### src/rtl/digimark_seq_if.sv
// rtl/digimark_seq_if.sv - command bus and marker outputs shared by all channels
interface digimark_seq_if #(
  parameter int NCHAN = 4
);
  logic [NCHAN-1:0] cstrobe;
  logic [63:0]      command;
  logic             trig;
  logic [NCHAN-1:0] mark;
  logic [NCHAN-1:0] busy;

  modport master (
    output cstrobe, command, trig,
    input  mark, busy
  );

  modport slave (
    input  cstrobe, command, trig,
    output mark, busy
  );
endinterface

### src/rtl/digimark_seq.sv
// rtl/digimark_seq.sv - multi-channel marker generator: one-shot or periodic pulse
// windows per channel, optionally armed on a shared trigger.
module digimark_seq #(
  parameter int NCHAN = 4,
  parameter int TW    = 12
) (
  input logic          clk,
  input logic          rst,
  digimark_seq_if.slave bus
);
  typedef enum logic [1:0] {
    IDLE  = 2'd0,
    ARMED = 2'd1,
    RUN   = 2'd2
  } state_t;

  localparam logic [TW:0] ONE = (TW + 1)'(1);

  logic             cmd_abort;
  logic             cmd_invert;
  logic [TW-1:0]    cmd_start;
  logic [TW-1:0]    cmd_length;
  logic [TW-1:0]    cmd_period;
  logic [7:0]       cmd_count;
  logic             cmd_wait;
  logic [NCHAN-1:0] mark_v;
  logic [NCHAN-1:0] busy_v;
  logic             unused_cmd;

  assign cmd_abort  = bus.command[63];
  assign cmd_invert = bus.command[62];
  assign cmd_start  = bus.command[50 +: TW];
  assign cmd_length = bus.command[38 +: TW];
  assign cmd_period = bus.command[26 +: TW];
  assign cmd_count  = bus.command[25:18];
  assign cmd_wait   = bus.command[17];
  assign unused_cmd = ^bus.command;

  for (genvar i = 0; i < NCHAN; i++) begin : g_chan
    state_t        state, state_n;
    logic [TW:0]   cnt, cnt_n;
    logic [7:0]    rep, rep_n;
    logic          mark_r, mark_n;
    logic [TW-1:0] start, length, period;
    logic [7:0]    count;
    logic          invert;
    logic          strobe;
    logic [TW:0]   win_end;
    logic          win;
    logic          period_end;

    assign strobe     = bus.cstrobe[i];
    assign win_end    = {1'b0, start} + {1'b0, length};
    assign win        = (cnt >= {1'b0, start}) && (cnt < win_end) &&
                        ((period == '0) || (cnt < {1'b0, period}));
    assign period_end = (cnt == ({1'b0, period} - ONE));

    always_ff @(posedge clk or posedge rst) begin
      if (rst) begin
        state  <= IDLE;
        cnt    <= '0;
        rep    <= '0;
        mark_r <= 1'b0;
      end else begin
        state  <= state_n;
        cnt    <= cnt_n;
        rep    <= rep_n;
        mark_r <= mark_n;
      end
    end

    // Abort leaves every field, including invert, untouched.
    always_ff @(posedge clk or posedge rst) begin
      if (rst) begin
        start  <= '0;
        length <= '0;
        period <= '0;
        count  <= '0;
        invert <= 1'b0;
      end else if (strobe && !cmd_abort) begin
        start  <= cmd_start;
        length <= cmd_length;
        period <= cmd_period;
        count  <= cmd_count;
        invert <= cmd_invert;
      end
    end

    always_comb begin
      state_n = state;
      cnt_n   = cnt;
      rep_n   = rep;
      mark_n  = 1'b0;
      if (strobe) begin
        cnt_n = '0;
        if (cmd_abort) begin
          state_n = IDLE;
        end else begin
          state_n = cmd_wait ? ARMED : RUN;
          rep_n   = cmd_count;
        end
      end else begin
        case (state)
          ARMED: begin
            cnt_n = '0;
            if (bus.trig) state_n = RUN;
          end
          RUN: begin
            mark_n = win;
            if (period == '0) begin
              if (cnt == win_end) begin
                state_n = IDLE;
                cnt_n   = '0;
              end else begin
                cnt_n = cnt + ONE;
              end
            end else if (period_end) begin
              // count of zero repeats forever; otherwise rep counts down the periods left
              if (count == 8'd0) begin
                cnt_n = '0;
              end else if (rep == 8'd1) begin
                state_n = IDLE;
                cnt_n   = '0;
              end else begin
                rep_n = rep - 8'd1;
                cnt_n = '0;
              end
            end else begin
              cnt_n = cnt + ONE;
            end
          end
          default: ;
        endcase
      end
    end

    assign mark_v[i] = mark_r ^ invert;
    assign busy_v[i] = (state == ARMED) || (state == RUN);
  end

  assign bus.mark = mark_v;
  assign bus.busy = busy_v;
endmodule

### src/flat_wrapper.sv
// flat-port wrapper written by rule: the top's interface ports become plain ports
module digimark_seq_flat 
#(
  parameter int NCHAN = 4,
  parameter int TW    = 12
)
  (clk, rst, bus_cstrobe, bus_command, bus_trig, bus_mark, bus_busy);
  digimark_seq_if #(.NCHAN(NCHAN)) bus_i ();
  input logic clk;
  input logic rst;
  input wire logic [$bits(bus_i.cstrobe)-1:0] bus_cstrobe;
  input wire logic [$bits(bus_i.command)-1:0] bus_command;
  input wire logic [$bits(bus_i.trig)-1:0] bus_trig;
  output wire logic [$bits(bus_i.mark)-1:0] bus_mark;
  output wire logic [$bits(bus_i.busy)-1:0] bus_busy;
  assign bus_i.cstrobe = bus_cstrobe;
  assign bus_i.command = bus_command;
  assign bus_i.trig = bus_trig;
  assign bus_mark = bus_i.mark;
  assign bus_busy = bus_i.busy;
  digimark_seq #(.NCHAN(NCHAN), .TW(TW)) u_core (.clk(clk), .rst(rst), .bus(bus_i));
endmodule
### config.mk
export PLATFORM = sky130hd
export DESIGN_NAME = digimark_seq_flat
export DESIGN_NICKNAME = d
export VERILOG_FILES = /design/src/rtl/digimark_seq_if.sv /design/src/rtl/digimark_seq.sv /design/src/flat_wrapper.sv
export SDC_FILE = /design/constraint.sdc
export NUM_CORES = 1
export LEC_CHECK = 0
export CORE_MARGIN = 2
export CORE_UTILIZATION = 66
export CTS_BUF_LIST = sky130_fd_sc_hd__clkbuf_4
export DETAILED_ROUTE_END_ITERATION = 8
export HOLD_SLACK_MARGIN = 0.08
export PLACE_DENSITY = 0.83
export SLEW_MARGIN = 20
export SYNTH_ARGS = -nofsm -noshare
export SYNTH_HDL_FRONTEND = slang
export SYNTH_SLANG_ARGS = --single-unit
### constraint.sdc
create_clock -name clk -period 16.3 [get_ports clk]
set_input_delay 1.63 -clock clk [delete_from_list [all_inputs] [get_ports clk]]
set_output_delay 1.63 -clock clk [all_outputs]
set_load 0.01 [all_outputs]
==> results of run 1 <==
[cell type report]
| cell class | count | area, um^2 |
|---|---|---|
| fill | 2158 | 7620 |
| clock inverter | 27 | 170 |
| clock buffer | 104 | 781 |
| antenna | 2 | 5.00 |
| timing repair buffer | 68 | 676 |
| multi-input combinational | 1602 | 11500 |
| tap | 384 | 480 |
| inverter | 154 | 586 |
| sequential | 276 | 6910 |
[per-stage QoR]
stage	util (%)	instances	cell area, um^2
6_report	73.5	2617	21100
5_1_grt	73.5	2617	21100
4_1_cts	73.4	2615	21100
3_5_place_dp	70.0	2484	20100
3_3_place_gp	70.0	2484	20100
2_1_floorplan	-	2106	19200
[cells in the final DEF (no fill, tap or decap), drive strengths merged, types with 41 or more instances in the layout]
cell	netlist	final
a21oi	86	86
clkbuf	59	104
clkdlybuf4s50	0	61
dfrtp	276	276
ha	224	224
inv	154	156
mux2	85	85
nand2	233	233
nand3	41	41
nor2	125	125
nor3	61	61
o21ai	164	164
xnor2	62	62
xor2	48	48
[cell families after synthesis]
logic type | share of synthesized area (%)
simple gates | 18.1
compound gates | 15.5
flops | 35.9
xor+xnor | 5.01
fa+ha+maj | 15.0
mux | 5.92
buf+inv | 4.53
[power by group through the flow]
stage	Combinational (uW)	Sequential, uW	Clock (uW)
3_5_place_dp	678	862	0
5_1_grt	777	866	681
2_1_floorplan	509	834	0
6_report	694	855	637
4_1_cts	687	851	644
3_3_place_gp	648	858	0
[worst paths after layout]
path,from,to,cells after the start
worst min register to register,u_core.g_chan[2].length[0],u_core.g_chan[2].length[0],2
worst max-delay path,u_core.g_chan[2].start[0],u_core.g_chan[2].state[1],18
min in group asynchronous,rst,u_core.g_chan[2].cnt[0],2
worst max register to register,u_core.g_chan[2].start[0],u_core.g_chan[2].state[1],18
worst min-delay path,u_core.g_chan[2].length[0],u_core.g_chan[2].length[0],2
max in group asynchronous,rst,u_core.g_chan[3].period[6],3
[worst max-delay path, stage by stage, from the launching register on]
cell	delay, ps
sky130_fd_sc_hd__dfrtp_1	380
sky130_fd_sc_hd__ha_1	180
sky130_fd_sc_hd__inv_1	60
sky130_fd_sc_hd__fa_1	460
sky130_fd_sc_hd__nor2b_1	120
sky130_fd_sc_hd__o21ai_0	110
sky130_fd_sc_hd__a21boi_0	190
sky130_fd_sc_hd__o21ai_0	120
sky130_fd_sc_hd__a21oi_1	230
sky130_fd_sc_hd__a311o_1	260
sky130_fd_sc_hd__a21o_1	130
sky130_fd_sc_hd__a21oi_1	70
sky130_fd_sc_hd__ha_1	310
sky130_fd_sc_hd__nand4_1	70
sky130_fd_sc_hd__or4_1	570
sky130_fd_sc_hd__o21ai_0	250
sky130_fd_sc_hd__a21oi_2	180
sky130_fd_sc_hd__or3_1	410
sky130_fd_sc_hd__a221o_1	310
[per-layer routing]
| layer | wire, um | vias up |
|---|---|---|
| li1 | - | 7765 |
| met1 | 22100 | 8025 |
| met2 | 23300 | 614 |
| met3 | 4080 | 137 |
| met4 | 2470 | 2 |
| met5 | 13 | - |
[sequential cells by signal, indices dropped and copies added (netlist names)]
signal	flops
u_core.g_chan.cnt	52
u_core.g_chan.start	48
u_core.g_chan.mark_r	4
u_core.g_chan.period	48
u_core.g_chan.count	32
u_core.g_chan.invert	4
u_core.g_chan.length	48
u_core.g_chan.state	8
u_core.g_chan.rep	32
==> qor.log, run 1 <==
qor: critical_path.regToRegSetupSlack 11770 ps
qor: timing.fin_worst_hold_slack 480 ps
qor: power.seq_power_share 39.1%
qor: clock_tree.post_cts_resized 0
qor: power.p_clk_share 29.1%
qor: floorplan.floorplan.die.width 175 um
qor: global_routing.grt_most_used_layer met2
qor: layout.nets 2478
qor: run.maxCapViolCount 0
qor: placement.post-place-ws 11410 ps
qor: synthesis.synth_fp_nets 2405
qor: status.status complete, no violations
qor: synthesis.postSynth.asyncResetShare 100%
qor: floorplan.std_cell_rows 62
qor: placement.globalplace.congestion 0.949
qor: clock_tree.cts_made_buffers 77
qor: synthesis.synth_warn 0
qor: timing.slew_headroom 27.2%
qor: global_routing.grt_antenna_before_repair 4
qor: global_routing.first_global_vias 16100
qor: clock_tree.post-cts-setup-buffer-count 0
qor: floorplan.initial_utilization 66.9%
qor: clock_tree.cts.reportedPaths.clkPinSlew 70 ps
qor: timing.report.final.slew_viol_count 0
qor: synthesis.netlist_top_cells_area sky130_fd_sc_hd__dfrtp_1 36%, sky130_fd_sc_hd__ha_1 15%, sky130_fd_sc_hd__mux2_2 5.0%
qor: detailed_routing.drt_first_iter_violations 1380
qor: clock_tree.clock_sinks 276
qor: global_routing.grt_pass1_wl 83000 um
qor: placement.hpwlAfterDp 36800 um
qor: detailed_routing.routed-via-count 16500
qor: timing.minimum_setup_slack_in_the_final_design 11770 ps
qor: synthesis.mappedNetlistArea 0.0192 mm^2
qor: global_routing.overflow 0
qor: floorplan.fp.dieArea 0.0305 mm^2
qor: power.share_comb_of_total_power 31.8%
qor: synthesis.synth_cells 2106
qor: timing.setup-tns-final 0 ps
qor: power.net-switching-power 787 uW
qor: floorplan.core_area 0.0287 mm^2
qor: timing.hold_viol_final 0
qor: floorplan.top_level_ports 79
qor: worst_hold_path.hold_class flip-flop to flip-flop
qor: clock_tree.clock_tree.root_cell sky130_fd_sc_hd__clkbuf_4
qor: global_routing.grt_start_max_net_pins 179
qor: critical_path.timing.setup.critical_path_class flip-flop to flip-flop
qor: power.total_leakage_power 0.00996 uW
qor: synthesis.synth.top_cells.by_count 276 x sky130_fd_sc_hd__dfrtp_1, 233 x sky130_fd_sc_hd__nand2_1, 224 x sky130_fd_sc_hd__ha_1
qor: clock_tree.cts_tree built
qor: critical_path.critPathLaunchType flip-flop
qor: synthesis.synth_seq_cells 276
qor: power.power.density 104 mW/mm^2
qor: timing.post-route-period-util 27.8%
qor: floorplan.floorplan.die.height 175 um
qor: power.p_int 1400 uW
qor: timing.skew 35.3 ps
qor: global_routing.grtUsageMet2 52.7%
qor: detailed_routing.drc 0
qor: placement.placement.io_buffers 61
qor: synthesis.seq_area_frac_synth 35.9%
qor: critical_path.critical_path_data_arrival_time 5130 ps
qor: synthesis.top_count_cell_post_synth sky130_fd_sc_hd__dfrtp_1
qor: detailed_routing.drt.antenna.violating_nets 0
qor: detailed_routing.viasPerCell 6.32
qor: layout.drive_gt1_share 10.8%
qor: layout.area_growth_syn_to_layout 9.75%
qor: global_routing.grtUsageMet1 46.7%
qor: power.p_sw_share 36.0%
qor: detailed_routing.drtPass1Iterations 5
qor: timing.timing_worst_slew_pin_value 1090 ps
qor: global_routing.grtUsageMet3 6.81%
qor: timing.layout_min_cycle_time 4530 ps
qor: clock_tree.clock_path_buffers 3
qor: power.power.ir.vdd_worst 78.4 uV
qor: timing.fmaxAchievable 221 MHz
qor: synthesis.netlist.top_cell.by_area sky130_fd_sc_hd__dfrtp_1
qor: synthesis.synth-edff-count 0
qor: clock_tree.worst_skew_pair.late_latency 720 ps
qor: critical_path.worstPathMaxFanout 18
qor: detailed_routing.drt_wl_total 52000 um
qor: global_routing.grt_util_all_layers 34.3%
qor: timing.rsz0062_at_grt no
qor: timing.finalSetupViolCount 0
qor: clock_tree.htreeDepth 3
qor: clock_tree.cts_hold_repair.buffers 0
qor: synthesis.synthesis.area_per_instance 9.12 um^2
qor: detailed_routing.wl_per_cell 19.9 um
qor: synthesis.yosys_top_cell_area_share 35.9%
qor: critical_path.critical_path.endpoint_type flip-flop
qor: power.total_power 2190 uW
qor: synthesis.commonest_register_cell_after_synthesis sky130_fd_sc_hd__dfrtp_1
qor: critical_path.required 16890 ps
qor: synthesis.synth_cell_types 80
Note: power is estimated with default switching activity, not from simulation.
==> run 2: changes to the inputs <==
Settings changed: CORE_UTILIZATION 66 to 58, PLACE_DENSITY 0.83 to 0.77.
Clock period 16.3 ns to 3.8 ns, I/O delays scaled along.
==> qor.log, run 2 (synthesis results as in run 1) <==
qor: critical_path.worstPathMaxFanout 2 [was 18]
qor: run.maxCapViolCount 0 [unchanged]
qor: placement.hpwlAfterDp 39000 um [was 36800 um]
qor: floorplan.floorplan.die.height 186 um [was 175 um]
qor: placement.globalplace.congestion 0.944 [was 0.949]
qor: clock_tree.worst_skew_pair.late_latency 790 ps [was 720 ps]
qor: worst_hold_path.hold_class input port to flip-flop [was flip-flop to flip-flop]
qor: critical_path.timing.critical_path.cells ha_2, inv_2, fa_2, nor2b_1, o21ai_1, a21boi_1, o21ai_2, a21oi_2, a311o_1, buf_4, buf_4, xnor2_1, ha_1, nand3_1, or4_4, o21ai_2, a21oi_2, or3_4, a221o_1 [was ha_1, inv_1, fa_1, nor2b_1, o21ai_0, a21boi_0, o21ai_0, a21oi_1, a311o_1, a21o_1, a21oi_1, ha_1, nand4_1, or4_1, o21ai_0, a21oi_2, or3_1, a221o_1]
qor: clock_tree.clock_tree.root_cell sky130_fd_sc_hd__clkbuf_4 [unchanged]
qor: layout.final_core_util 67.7% [was 73.5%]
qor: global_routing.grt_start_max_net_pins 94 [was 179]
qor: status.status finished, violations left [was complete, no violations]
qor: critical_path.critPathLaunchType flip-flop [unchanged]
qor: timing.minimum_setup_slack_in_the_final_design -3.87 ps [was 11770 ps]
qor: timing.report.final.slew_viol_count 0 [unchanged]
qor: critical_path.critical_path.endpoint_type flip-flop [unchanged]
qor: floorplan.top_level_ports 79 [unchanged]
qor: power.p_int 6250 uW [was 1400 uW]
qor: timing.slew_headroom 33.1% [was 27.2%]
qor: power.total_leakage_power 0.0104 uW [was 0.00996 uW]
qor: critical_path.cp_slowest_cell sky130_fd_sc_hd__or4_4 [was sky130_fd_sc_hd__or4_1]
qor: critical_path.critical_path_data_arrival_time 4430 ps [was 5130 ps]
qor: power.power.ir.vdd_worst 240 uV [was 78.4 uV]
qor: floorplan.floorplan.die.width 186 um [was 175 um]
qor: critical_path.timing.critical_path.slowest_cell_delay 430 ps [was 570 ps]
qor: layout.max_reg_flops 52 [unchanged]
qor: clock_tree.htreeDepth 3 [unchanged]
qor: timing.timing_worst_slew_pin_value 995 ps [was 1090 ps]
qor: clock_tree.cts.reportedPaths.clkPinSlew 60 ps [was 70 ps]
qor: timing.finalSetupViolCount 1 [was 0]
qor: detailed_routing.drt_wl_total 54900 um [was 52000 um]
qor: critical_path.timing.setup.critical_path_class flip-flop to flip-flop [unchanged]
qor: timing.layout_min_cycle_time 3800 ps [was 4530 ps]
qor: power.p_sw_share 35.9% [was 36.0%]
qor: status.failing_checks setup timing
qor: timing.fin_worst_hold_slack 372 ps [was 480 ps]
qor: power.share_comb_of_total_power 33.7% [was 31.8%]
qor: global_routing.first_global_vias 16700 [was 16100]
qor: timing.rsz0062_at_grt yes [was no]
qor: timing.hold_viol_final 0 [unchanged]
qor: power.net-switching-power 3500 uW [was 787 uW]
qor: critical_path.required 4430 ps [was 16890 ps]
qor: power.power.density 441 mW/mm^2 [was 104 mW/mm^2]
qor: layout.largest_register u_core.g_chan.cnt [unchanged]
qor: power.seq_power_share 37.5% [was 39.1%]
qor: floorplan.std_cell_rows 66 [was 62]
qor: detailed_routing.drt.antenna.violating_nets 0 [unchanged]
qor: detailed_routing.viasPerCell 6.12 [was 6.32]
qor: global_routing.overflow 0 [unchanged]
qor: detailed_routing.routed-via-count 16900 [was 16500]
qor: detailed_routing.drc 0 [unchanged]
qor: clock_tree.cts_made_buffers 78 [was 77]
qor: detailed_routing.wl_per_cell 20.0 um [was 19.9 um]
qor: layout.drive_gt1_share 15.7% [was 10.8%]
qor: global_routing.grt_util_all_layers 32.2% [was 34.3%]
qor: detailed_routing.drt_first_iter_violations 1351 [was 1380]
qor: timing.fmaxAchievable 263 MHz [was 221 MHz]
qor: timing.post-route-period-util 100% [was 27.8%]
qor: placement.placement.io_buffers 61 [unchanged]
qor: clock_tree.clock_path_buffers 3 [unchanged]
qor: floorplan.core_area 0.0326 mm^2 [was 0.0287 mm^2]
qor: detailed_routing.drtPass1Iterations 8 [was 5]
qor: global_routing.grt_pass1_wl 86000 um [was 83000 um]
qor: clock_tree.cts_tree built [unchanged]
qor: floorplan.initial_utilization 58.9% [was 66.9%]
qor: floorplan.fp.dieArea 0.0346 mm^2 [was 0.0305 mm^2]
qor: power.p_clk_share 28.8% [was 29.1%]
qor: layout.layout_common_cells 276 x sky130_fd_sc_hd__dfrtp_1, 230 x sky130_fd_sc_hd__nand2_1, 218 x sky130_fd_sc_hd__ha_1 [was 276 x sky130_fd_sc_hd__dfrtp_1, 230 x sky130_fd_sc_hd__nand2_1, 224 x sky130_fd_sc_hd__ha_1]
qor: timing.skew 68.1 ps [was 35.3 ps]
qor: global_routing.grt_antenna_before_repair 2 [was 4]
qor: clock_tree.clock_sinks 276 [unchanged]
qor: layout.layout.cells.most_common sky130_fd_sc_hd__dfrtp_1 [unchanged]
qor: layout.nets 2549 [was 2478]
qor: layout.area_growth_syn_to_layout 15.0% [was 9.75%]
-- run 2: worst max-delay path: cells and delay by family (launching register included) --
family | cells | cell delay (ps)
AO/OA/AOI/OAI | 8 | 1300
XOR/XNOR | 1 | 120
adder cells (fa/ha/maj) | 3 | 680
buffers and inverters | 3 | 310
flip-flops | 1 | 380
AND/OR/NAND/NOR | 4 | 900
-- run 2: timing repair --
action	4_1_cts	5_1_grt
pin swaps	8	48
hold endpoints to repair	13	0
hold buffers	1	0
buffers inserted	4	15
resized for setup	12	63
cloned	0	3
endpoints found under the setup margin	24	62
-- run 2: layout make-up --
type | instances | area [um^2]
Sequential cell | 276 | 6910
Antenna cell | 3 | 7.51
Clock inverter | 28 | 169
Timing Repair Buffer | 138 | 1360
Clock buffer | 109 | 818
Inverter | 154 | 582
Fill cell | 2625 | 10500
Multi-Input combinational cell | 1602 | 11700
Tap cell | 442 | 553
-- run 2: final timing paths --
kind / start / slack [ps] / cells after the start / endpoint
max: u_core.g_chan[2].length[0] / -4 / 19 / u_core.g_chan[2].state[1]
min: bus_command[23] / 370 / 3 / u_core.g_chan[1].rep[5]
max reg2reg: u_core.g_chan[2].length[0] / -4 / 19 / u_core.g_chan[2].state[1]
min reg2reg: u_core.g_chan[1].count[1] / 480 / 2 / u_core.g_chan[1].count[1]
max in group asynchronous: rst / 2380 / 4 / u_core.g_chan[0].cnt[8]
min in group asynchronous: rst / 520 / 3 / u_core.g_chan[1].cnt[9]
-- run 2: per-stage QoR --
step,worst slack (ps),instances,instance area [um^2],power [uW],setup TNS [ps]
after floorplan,-231,2106,19200,5770,-63860
after CTS,-29.1,2731,21700,9590,-48.8
final,-3.87,2752,22100,9750,-3.87
after global routing,-243,2751,22100,10400,-2010
after global placement,-114,2589,20600,6580,-269
after detailed placement,-183,2589,20600,6720,-2000
-- run 2: routing by layer --
metal	global-route usage, %	vias to the layer above	share of wire [%]
met5	0	-	0
met4	16.6	0	4.9
met3	6.26	141	6.5
met2	50.4	612	45
met1	42.5	8194	44
li1	-	7906	-
-- run 2: power by group through the flow --
stage          Sequential (uW)  Clock, uW  Combinational [uW]
2_1_floorplan             3580          0                2190
3_3_place_gp              3670          0                2910
3_5_place_dp              3690          0                3030
4_1_cts                   3640       2870                3080
5_1_grt                   3700       3020                3650
6_report                  3660       2810                3290
